<file path="src/rtl/dmem_arbiter_pkg.sv">
// Shared types for the data-RAM arbiter:
// FSM states, latched request bundle, range/alignment check.
package dmem_ctrl_pkg;

  localparam int DW = 32;
  localparam logic [DW-1:0] MEM_TOP_DEF = 32'hFFF;

  typedef enum logic [1:0] {
    IDLE,
    ACCESS,
    RESP
  } state_t;

  typedef struct packed {
    logic          we;
    logic          word;
    logic [DW-1:0] addr;
    logic [DW-1:0] wdata;
  } req_t;

  // Last touched byte is computed one bit wider so that
  // a word at the top of the address space wraps into
  // the out-of-range case instead of back to zero.
  function automatic logic access_err(
    input logic          word,
    input logic [DW-1:0] addr,
    input logic [DW-1:0] top
  );
    logic [DW:0] last;
    logic        mis;
    last = {1'b0, addr} + {{(DW-1){1'b0}}, word, word};
    mis  = word & (addr[1:0] != 2'b00);
    return mis | (last > {1'b0, top});
  endfunction

endpackage

</file>
<file path="src/rtl/dmem_arbiter_if.sv">
// One requester port of the data-RAM arbiter.
// master = requester side, slave = arbiter side.
interface dmem_req_if
  import dmem_ctrl_pkg::*;
#(
  parameter int WIDTH = DW
);

  logic             valid;
  logic             ready;
  logic             we;
  logic             word;
  logic [WIDTH-1:0] addr;
  logic [WIDTH-1:0] wdata;
  logic             rvalid;
  logic [WIDTH-1:0] rdata;
  logic             err;

  modport master (
    output valid,
    output we,
    output word,
    output addr,
    output wdata,
    input  ready,
    input  rvalid,
    input  rdata,
    input  err
  );

  modport slave (
    input  valid,
    input  we,
    input  word,
    input  addr,
    input  wdata,
    output ready,
    output rvalid,
    output rdata,
    output err
  );

endinterface

</file>
<file path="src/rtl/dmem_arbiter_rr.sv">
// 2-way round-robin grant: valid_i[1:0] -> grant_o[1:0].
// advance_i moves the pointer past the granted port.
module rr_arbiter2 (
  input  logic       clk_i,
  input  logic       rst_i,
  input  logic [1:0] valid_i,
  input  logic       advance_i,
  output logic [1:0] grant_o
);

  // 1 = port 1 was granted last, so port 0 wins a tie.
  logic last_q;

  always_comb begin
    grant_o = 2'b00;
    unique case (valid_i)
      2'b11:   grant_o = last_q ? 2'b01 : 2'b10;
      2'b01:   grant_o = 2'b01;
      2'b10:   grant_o = 2'b10;
      default: grant_o = 2'b00;
    endcase
  end

  always_ff @(posedge clk_i) begin
    if (rst_i) begin
      last_q <= 1'b1;
    end else if (advance_i) begin
      last_q <= grant_o[1];
    end
  end

endmodule

</file>
<file path="src/rtl/dmem_arbiter.sv">
// Shares the single-port data RAM between CPU (req0) and
// loader/debug (req1): rr grant, error check, 1-cycle resp.
module dmem_arbiter
  import dmem_ctrl_pkg::*;
#(
  parameter int             WIDTH   = DW,
  parameter logic [WIDTH-1:0] MEM_TOP = MEM_TOP_DEF
) (
  input  logic             clk_i,
  input  logic             rst_i,
  dmem_req_if.slave        req0,
  dmem_req_if.slave        req1,
  output logic             mem_we_o,
  output logic             mem_word_o,
  output logic [WIDTH-1:0] mem_addr_o,
  output logic [WIDTH-1:0] mem_wdata_o,
  input  logic [WIDTH-1:0] mem_rdata_i
);

  state_t           state_q;
  req_t             req_q;
  logic             err_q;
  logic             gnt_q;
  logic [1:0]       rvalid_q;
  logic [WIDTH-1:0] rdata_q;
  logic             rerr_q;

  logic [1:0]       valid;
  logic [1:0]       grant;
  logic [1:0]       ready;
  logic             idle;
  logic             acc;
  logic             accept;
  req_t             sel;
  logic [WIDTH-1:0] load_val;

  assign valid = {req1.valid, req0.valid};
  assign idle  = (state_q == IDLE);
  assign acc   = (state_q == ACCESS);

  rr_arbiter2 u_rr (
    .clk_i     (clk_i),
    .rst_i     (rst_i),
    .valid_i   (valid),
    .advance_i (accept),
    .grant_o   (grant)
  );

  // No handshake completes while reset is held.
  assign ready  = grant & {2{idle & ~rst_i}};
  assign accept = |ready;

  assign req0.ready = ready[0];
  assign req1.ready = ready[1];

  always_comb begin
    sel = '0;
    if (ready[1]) begin
      sel.we    = req1.we;
      sel.word  = req1.word;
      sel.addr  = req1.addr;
      sel.wdata = req1.wdata;
    end else begin
      sel.we    = req0.we;
      sel.word  = req0.word;
      sel.addr  = req0.addr;
      sel.wdata = req0.wdata;
    end
  end

  // Reset in ACCESS must suppress the RAM write
  // in that very cycle, hence the rst_i term.
  assign mem_we_o    = acc & req_q.we & ~err_q & ~rst_i;
  assign mem_word_o  = acc & req_q.word;
  assign mem_addr_o  = acc ? req_q.addr  : '0;
  assign mem_wdata_o = acc ? req_q.wdata : '0;

  // RAM returns the addressed byte in [7:0].
  assign load_val = req_q.word ? mem_rdata_i :
    {{(WIDTH-8){mem_rdata_i[7]}}, mem_rdata_i[7:0]};

  always_ff @(posedge clk_i) begin
    if (rst_i) begin
      state_q  <= IDLE;
      req_q    <= '0;
      err_q    <= 1'b0;
      gnt_q    <= 1'b0;
      rvalid_q <= 2'b00;
      rdata_q  <= '0;
      rerr_q   <= 1'b0;
    end else begin
      unique case (state_q)
        IDLE: begin
          if (accept) begin
            req_q   <= sel;
            err_q   <= access_err(sel.word, sel.addr,
                                  MEM_TOP);
            gnt_q   <= ready[1];
            state_q <= ACCESS;
          end
        end
        ACCESS: begin
          rvalid_q <= {gnt_q, ~gnt_q};
          rdata_q  <= (req_q.we | err_q) ? '0 : load_val;
          rerr_q   <= err_q;
          state_q  <= RESP;
        end
        RESP: begin
          rvalid_q <= 2'b00;
          rdata_q  <= '0;
          rerr_q   <= 1'b0;
          req_q    <= '0;
          err_q    <= 1'b0;
          state_q  <= IDLE;
        end
        default: state_q <= IDLE;
      endcase
    end
  end

  assign req0.rvalid = rvalid_q[0];
  assign req0.rdata  = rvalid_q[0] ? rdata_q : '0;
  assign req0.err    = rvalid_q[0] & rerr_q;

  assign req1.rvalid = rvalid_q[1];
  assign req1.rdata  = rvalid_q[1] ? rdata_q : '0;
  assign req1.err    = rvalid_q[1] & rerr_q;

endmodule

</file>
<file path="src/flat_wrapper.sv">
// flat-port wrapper written by rule: the top's interface ports become plain ports
module dmem_arbiter_flat import dmem_ctrl_pkg::*;
#(
  parameter int             WIDTH   = DW,
  parameter logic [WIDTH-1:0] MEM_TOP = MEM_TOP_DEF
)
  (clk_i, rst_i, mem_we_o, mem_word_o, mem_addr_o, mem_wdata_o, mem_rdata_i, req0_valid, req0_we, req0_word, req0_addr, req0_wdata, req0_ready, req0_rvalid, req0_rdata, req0_err, req1_valid, req1_we, req1_word, req1_addr, req1_wdata, req1_ready, req1_rvalid, req1_rdata, req1_err);
  dmem_req_if #(.WIDTH(WIDTH)) req0_i ();
  dmem_req_if #(.WIDTH(WIDTH)) req1_i ();
  input  logic clk_i;
  input  logic rst_i;
  output logic mem_we_o;
  output logic mem_word_o;
  output logic [WIDTH-1:0] mem_addr_o;
  output logic [WIDTH-1:0] mem_wdata_o;
  input  logic [WIDTH-1:0] mem_rdata_i;
  input wire logic [$bits(req0_i.valid)-1:0] req0_valid;
  input wire logic [$bits(req0_i.we)-1:0] req0_we;
  input wire logic [$bits(req0_i.word)-1:0] req0_word;
  input wire logic [$bits(req0_i.addr)-1:0] req0_addr;
  input wire logic [$bits(req0_i.wdata)-1:0] req0_wdata;
  output wire logic [$bits(req0_i.ready)-1:0] req0_ready;
  output wire logic [$bits(req0_i.rvalid)-1:0] req0_rvalid;
  output wire logic [$bits(req0_i.rdata)-1:0] req0_rdata;
  output wire logic [$bits(req0_i.err)-1:0] req0_err;
  input wire logic [$bits(req1_i.valid)-1:0] req1_valid;
  input wire logic [$bits(req1_i.we)-1:0] req1_we;
  input wire logic [$bits(req1_i.word)-1:0] req1_word;
  input wire logic [$bits(req1_i.addr)-1:0] req1_addr;
  input wire logic [$bits(req1_i.wdata)-1:0] req1_wdata;
  output wire logic [$bits(req1_i.ready)-1:0] req1_ready;
  output wire logic [$bits(req1_i.rvalid)-1:0] req1_rvalid;
  output wire logic [$bits(req1_i.rdata)-1:0] req1_rdata;
  output wire logic [$bits(req1_i.err)-1:0] req1_err;
  assign req0_i.valid = req0_valid;
  assign req0_i.we = req0_we;
  assign req0_i.word = req0_word;
  assign req0_i.addr = req0_addr;
  assign req0_i.wdata = req0_wdata;
  assign req0_ready = req0_i.ready;
  assign req0_rvalid = req0_i.rvalid;
  assign req0_rdata = req0_i.rdata;
  assign req0_err = req0_i.err;
  assign req1_i.valid = req1_valid;
  assign req1_i.we = req1_we;
  assign req1_i.word = req1_word;
  assign req1_i.addr = req1_addr;
  assign req1_i.wdata = req1_wdata;
  assign req1_ready = req1_i.ready;
  assign req1_rvalid = req1_i.rvalid;
  assign req1_rdata = req1_i.rdata;
  assign req1_err = req1_i.err;
  dmem_arbiter #(.WIDTH(WIDTH), .MEM_TOP(MEM_TOP)) u_core (.clk_i(clk_i), .rst_i(rst_i), .req0(req0_i), .req1(req1_i), .mem_we_o(mem_we_o), .mem_word_o(mem_word_o), .mem_addr_o(mem_addr_o), .mem_wdata_o(mem_wdata_o), .mem_rdata_i(mem_rdata_i));
endmodule
</file>
<file path="config.mk">
export PLATFORM = sky130hd
export DESIGN_NAME = dmem_arbiter_flat
export DESIGN_NICKNAME = d
export VERILOG_FILES = /design/src/rtl/dmem_arbiter_pkg.sv /design/src/rtl/dmem_arbiter_if.sv /design/src/rtl/dmem_arbiter_rr.sv /design/src/rtl/dmem_arbiter.sv /design/src/flat_wrapper.sv
export SDC_FILE = /design/constraint.sdc
export NUM_CORES = 1
export LEC_CHECK = 0
export CAP_MARGIN = 20
export CORE_MARGIN = 4
export CORE_UTILIZATION = 25
export DETAILED_ROUTE_END_ITERATION = 12
export GPL_TIMING_DRIVEN = 0
export SLEW_MARGIN = 5
export SYNTH_ARGS = -nofsm -noshare
export SYNTH_HDL_FRONTEND = slang
export SYNTH_SLANG_ARGS = --single-unit
</file>
<file path="constraint.sdc">
create_clock -name clk_i -period 8.9 [get_ports clk_i]
set_input_delay 0.89 -clock clk_i [delete_from_list [all_inputs] [get_ports clk_i]]
set_output_delay 0.89 -clock clk_i [all_outputs]
set_load 0.005 [all_outputs]
</file>
==> results.cfg, run 1 <==
[worst_setup_path]
start_kind = primary input
reg2regPathDepth = 16
crit_path_end = req1_ready
cp_top_family = buffers and inverters
cp_slowest_cell = clkdlybuf4s50_1
cp.depth = 8
cp_num_buf_inv = 6
startpoint = req1_valid
crit_path_end_kind = primary output
path_max_fanout = 10
worstPathArrival_ns = 3.66
worstPathCellList = clkdlybuf4s50_1, and3b_4, nand2_4, inv_6, buf_2, buf_2, buf_1, clkdlybuf4s50_1
reg2reg_slack_ns = 5.00
crit_path_max_incr_delay_ns = 0.62
cp.required_ns = 8.01
r2r-end = u_core.err_q$_SDFFE_PP0P_
worst-setup-path-type = primary input to primary output
crit-reg2reg-launch = u_core.state_q[0]$_SDFFE_PP0P_

[pwr]
powerDensity_mw_per_mm2 = 134
p_leak_nw = 3.81
ir_worst_vdd_mv = 0.0742

[synth]
synth_top_area_cell = dfxtp_1
synthCells = 924
yosys-top-cells-area = dfxtp_1, and2_1, a21oi_1
syn_area_per_cell_um2 = 7.12
synth_fp_nets = 1099
synth_top_family_by_area = simple AND/OR/NAND/NOR gates
synth.area.mux_share = 0.0388
synth_edf_count = 0
synth-seq-area-share = 0.322
yosys_warnings = 0
synthDistinctLibCells = 67
synth_xor_area_frac = 0.0106
synth-simple-area-share = 0.356
synth_ff_type = dfxtp_1
synth_area_mm2 = 0.00658
synth-adder-area-share = 0.0164
synth.top_cell.area_share = 0.322
ys_ff_latch = 106
ys_async_sr_fraction = 0
synth_compound_area_frac = 0.199

[clock_tree]
post_cts_resized = 0
postCtsSetupBuffers = 0
ctsHoldBuffers = 0
clk_pin_slew_ns = 0.08
cts_tree = yes
cts.sinks = 106
numCtsBuffers = 9
ctsRootBufferMaster = clkbuf_16
cts_max_level = 3
clk_latency_ns = 0.36
clock_path_buffers = 2

[finish]
final_cell_mix = clkdlybuf4s50_1, a21oi_1, and2_1, nand2_1, nor2_1
final_common_cell = clkdlybuf4s50_1
layout.nets = 1414
areaGrowthSynthToFinish_pct = 57.2
n_fill_cell = 2750
stdcell_count = 1581
drive_above_1_share = 0.0418

[placed_design]
dpl.cell_count = 1563
port_buffers = 303
place_hpwl_mm = 22.9
place.gp.congestion = 0.902

[run_status]
status = finished clean

[hold_path]
hold_path_class = flop to flop
holdPathStages = 2

[timing]
fin_worst_skew_ns = 0.0117
slew_violations = 0
fin_crit_sh = 0.511
worst_slew_pin_slew_ns = 0.805
setup_violations = 0
rsz0062_at_grt = no
tns_ns = 0
relSlewSlack = 0.458
fin_crit_ns = 4.55
hold_viol_final = 0
fmax_ghz = 0.220

[routing]
firstDrtPassIters = 6
viasPerCell = 4.85
postRouteAntennaNets = 0
drc = 0
first_iter_violations = 494
vias = 7663
drt_wl_total_mm = 29.0
wire_per_inst_um = 18.4

[grt]
grt.total_usage = 0.191
grt_pass1_wl_mm = 43.1
grt_max_degree = 22
grt_pass1_vias = 7272
antenna_found_initial = 5
grt-ovfl-total = 0

[floorplanning]
num_rows = 59
die-area_mm2 = 0.0290
die_h_um = 170
start_util = 0.253
die_w_um = 170
io_pins = 304
core_mm2 = 0.0260

[flow_run]
drv_cap = 0
## cells by family after synthesis
family	count (synthesis)
mux	22
simple gates	470
xor+xnor	8
buf+inv	81
fa+ha+maj	9
compound gates	228
flops	106
## metal layers
metal | wire [um] | share of wire | GRT usage
met5 | 45 | 0.0016 | 0
met2 | 13300 | 0.46 | 0.316
met4 | 835 | 0.029 | 0.0674
met3 | 2310 | 0.080 | 0.0446
met1 | 12500 | 0.43 | 0.245
## state kept, by name, indices dropped and copies added, names as in the netlist
name / count
u_core.rerr_q: 1
u_core.err_q: 1
u_core.gnt_q: 1
u_core.u_rr.last_q: 1
u_core.rdata_q: 32
u_core.rvalid_q: 2
u_core.req_q: 66
u_core.state_q: 2
## how the worst min path moves through the flow
stage / start / to
2_1_floorplan: u_core.req_q[55]$_SDFFE_PP0P_ / u_core.req_q[55]$_SDFFE_PP0P_
3_3_place_gp: u_core.req_q[0]$_SDFFE_PP0P_ / u_core.req_q[0]$_SDFFE_PP0P_
3_5_place_dp: u_core.req_q[35]$_SDFFE_PP0P_ / u_core.req_q[35]$_SDFFE_PP0P_
4_1_cts: u_core.req_q[35]$_SDFFE_PP0P_ / u_core.req_q[35]$_SDFFE_PP0P_
5_1_grt: u_core.req_q[35]$_SDFFE_PP0P_ / u_core.req_q[35]$_SDFFE_PP0P_
6_report: u_core.req_q[6]$_SDFFE_PP0P_ / u_core.req_q[6]$_SDFFE_PP0P_
## cell usage after synthesis, types with 4 or more instances
master and count:
a21oi_1 165, and2_1 136, nand2_1 129, nor2_1 124, dfxtp_1 106, clkbuf_1 48
a22oi_1 16, nand3_1 16, buf_1 13, nand4_1 13, nor3_1 13, mux2i_1 12
a31oi_1 7, ha_1 7, buf_2 6, inv_1 6, mux2_2 6, nor4_1 6
o211ai_1 6, and4_1 5, xnor2_1 5, and3_1 4
## power breakdown
part / internal, mW / switching [mW] / leakage, nW
sequential: 0.518 / 0.0301 / 0.866
clock: 0.202 / 0.216 / 0.149
combinational: 0.191 / 0.229 / 2.80
## area by class of cell
class	instances	area, um^2	area share
Inverter	7	31.3	0.00302
Clock buffer	9	225	0.0218
Timing Repair Buffer	304	3040	0.294
Buffer	74	343	0.0332
Sequential cell	106	2120	0.205
Multi-Input combinational cell	737	4080	0.395
Antenna cell	2	5.00	0.000484
Clock inverter	7	73.8	0.00714
Tap cell	335	419	0.0405
## per-stage QoR
| step | worst slack (ns) | power (mW) | instance area (um^2) | hold slack (ns) | utilization |
|---|---|---|---|---|---|
| final | 4.35 | 1.39 | 10300 | 0.482 | 0.398 |
| after global routing | 4.20 | 1.47 | 10300 | 0.505 | 0.398 |
| after CTS | 4.28 | 1.41 | 10300 | 0.486 | 0.398 |
| after detailed placement | 4.29 | 0.981 | 10000 | 0.466 | 0.386 |
| after global placement | 4.29 | 0.976 | 10000 | 0.458 | 0.386 |
| after floorplan | 5.26 | 0.768 | 6580 | 0.444 | - |
## worst min-delay path, cell delays in order, from the launching register on
cell and delay (ns):
dfxtp_1 0.32, a21oi_1 0.05, nor2_1 0.07
Power figures use the tool's default switching activity.
==> run 2: changes to the inputs <==
==> constraint.sdc (replaced) <==
create_clock -name clk_i -period 4.6 [get_ports clk_i]
set_input_delay 0.46 -clock clk_i [delete_from_list [all_inputs] [get_ports clk_i]]
set_output_delay 0.46 -clock clk_i [all_outputs]
set_load 0.005 [all_outputs]
==> results of run 2 <==
Same layout as run 1 (identical final DEF). Status: finished clean.
Main changes from that run: setup slack after placement 4.29 ns -> 0.502 ns; setup slack after layout 4.35 ns -> 0.700 ns; start point of the critical path req1_valid -> u_core.state_q[0]$_SDFFE_PP0P_; end point of the critical path req1_ready -> u_core.err_q$_SDFFE_PP0P_; register-to-register setup slack 5.00 ns -> 0.70 ns; total power 1.39 mW -> 2.68 mW; worst IR drop on VDD 0.0742 mV -> 0.144 mV
==> run 3: changes to the inputs <==
==> constraint.sdc (replaced) <==
create_clock -name clk_i -period 3.4 [get_ports clk_i]
set_input_delay 0.34 -clock clk_i [delete_from_list [all_inputs] [get_ports clk_i]]
set_output_delay 0.34 -clock clk_i [all_outputs]
set_load 0.005 [all_outputs]
==> results.cfg, run 3 (same netlist as run 1, synthesis figures left out) <==
[routing]
drt_wl_total_mm = 28.5
postRouteAntennaNets = 0
first_iter_violations = 474
viasPerCell = 4.80
firstDrtPassIters = 7
drc = 0
wire_per_inst_um = 17.9
vias = 7643

[placed_design]
dpl-instance-area_mm2 = 0.0100
place_hpwl_mm = 22.6
place.gp.congestion = 0.904
dp_slack_ns = -0.620
dpl.cell_count = 1563
port_buffers = 303

[pwr]
ir_worst_vdd_mv = 0.185
powerDensity_mw_per_mm2 = 346
p_leak_nw = 3.91
finalPower_mw = 3.67

[grt]
grt_max_degree = 22
grt_pass1_wl_mm = 42.1
grt.total_usage = 0.186
antenna_found_initial = 2
grt-ovfl-total = 0
grt_pass1_vias = 7339

[finish]
final_common_cell = clkdlybuf4s50_1
multiInputGateArea_mm2 = 0.00424
seqCellArea_mm2 = 0.00213
areaGrowthSynthToFinish_pct = 61.2
final_area_mm2 = 0.0106
num_antenna_cells = 0
largest_register_ffs = 66
n_fill_cell = 2696
final_cell_mix = clkdlybuf4s50_1, a21oi_1, and2_1, nand2_1, nor2_1
utilization = 0.408
layout.nets = 1426
stdcell_count = 1591
drive_above_1_share = 0.0677
reg_top3 = u_core.req_q x66, u_core.rdata_q x32
top_register = u_core.req_q

[worst_setup_path]
crit-reg2reg-launch = u_core.state_q[0]$_SDFFE_PP0P_
crit_path_end_kind = flop
r2r-end = u_core.err_q$_SDFFE_PP0P_
reg2reg_slack_ns = 0.07
worst-setup-path-type = flop to flop
startpoint = u_core.state_q[0]$_SDFFE_PP0P_
crit_path_end = u_core.err_q$_SDFFE_PP0P_
cp.required_ns = 3.62
reg2regPathDepth = 17
start_kind = flop
path_max_fanout = 6
worstPathArrival_ns = 3.56

[timing]
relSlewSlack = 0.519
fin_crit_ns = 3.33
fin_worst_skew_ns = 0.0108
worst_slew_pin_slew_ns = 0.702
fin_crit_sh = 0.981
setup_slack_ns = 0.0659
setup_violations = 0
hold_ws_ns = 0.482
fmax_ghz = 0.300
hold_viol_final = 0
tns_ns = 0
slew_violations = 0

[clock_tree]
cts.sinks = 106
clk_latency_ns = 0.36
ctsRootBufferMaster = clkbuf_16
clock_path_buffers = 2
cts_max_level = 3
numCtsBuffers = 9
cts_tree = yes
clk_pin_slew_ns = 0.08

[floorplanning]
num_rows = 59
die-area_mm2 = 0.0290
start_util = 0.253
io_pins = 304
die_w_um = 170
die_h_um = 170
core_mm2 = 0.0260

[flow_run]
drv_cap = 0

[hold_path]
hold_path_class = flop to flop

[run_status]
status = finished clean
-- run 3: cell types whose count changed in the layout (fill, tap and decap cells not counted), sizes merged --
cell      delta
buf         +12
clkinvlp     +1
diode        -2
inv          -1
-- run 3: routing by layer --
layer	part of all wire	vias to the layer above	global-route usage	wire (um)
li1	-	3796	-	-
met2	0.46	307	0.316	13100
met5	0.00060	-	0	17
met4	0.027	4	0.0642	766
met3	0.068	45	0.0397	1930
met1	0.45	3491	0.235	12700
-- run 3: what timing repair did --
| action | in CTS | in global routing |
|---|---|---|
| resized for setup | 12 | 24 |
| pin swaps | 1 | 8 |
| hold buffers | 0 | 0 |
| endpoints found under the setup margin | 2 | 2 |
| setup buffers | 0 | 14 |
-- run 3: layout make-up --
class	instances	area share
clock inverters	7	0.00731
well taps	335	0.0395
flip-flops and latches	106	0.201
clock buffers	9	0.0212
plain buffers	73	0.0320
repair buffers	317	0.296
inverters	7	0.00389
multi-input cells	737	0.399
-- run 3: worst max-delay path, cell delays in order (launching register included) --
cell	delay, ns
dfxtp_4	0.39
inv_4	0.05
ha_4	0.15
buf_6	0.12
and3b_4	0.22
nand2_8	0.10
clkinv_8	0.05
buf_12	0.12
mux2_4	0.24
ha_4	0.16
maj3_2	0.21
nand3_4	0.09
mux2_4	0.32
buf_6	0.14
nor3_2	0.19
mux2_4	0.34
nor4_4	0.18
a31oi_1	0.13
-- run 3: worst min-delay path by stage --
| stage | start | endpoint | slack, ns | depth (start not counted) |
|---|---|---|---|---|
| finish | u_core.req_q[38]$_SDFFE_PP0P_ | u_core.req_q[38]$_SDFFE_PP0P_ | 0.48 | 2 |
| global route | u_core.state_q[1]$_SDFFE_PP0P_ | u_core.state_q[1]$_SDFFE_PP0P_ | 0.49 | 2 |
| CTS | u_core.req_q[24]$_SDFFE_PP0P_ | u_core.req_q[24]$_SDFFE_PP0P_ | 0.49 | 2 |
| detailed placement | u_core.req_q[24]$_SDFFE_PP0P_ | u_core.req_q[24]$_SDFFE_PP0P_ | 0.47 | 2 |
| global placement | u_core.req_q[36]$_SDFFE_PP0P_ | u_core.req_q[36]$_SDFFE_PP0P_ | 0.46 | 2 |
| floorplan | u_core.req_q[55]$_SDFFE_PP0P_ | u_core.req_q[55]$_SDFFE_PP0P_ | 0.44 | 2 |
-- run 3: power by group --
| group | internal (mW) | total [mW] | switching, mW | leakage [nW] |
|---|---|---|---|---|
| sequential | 1.36 | 1.44 | 0.0798 | 0.867 |
| combinational | 0.526 | 1.14 | 0.612 | 2.90 |
| clock | 0.529 | 1.10 | 0.567 | 0.147 |
| total | 2.41 | 3.67 | 1.26 | 3.91 |
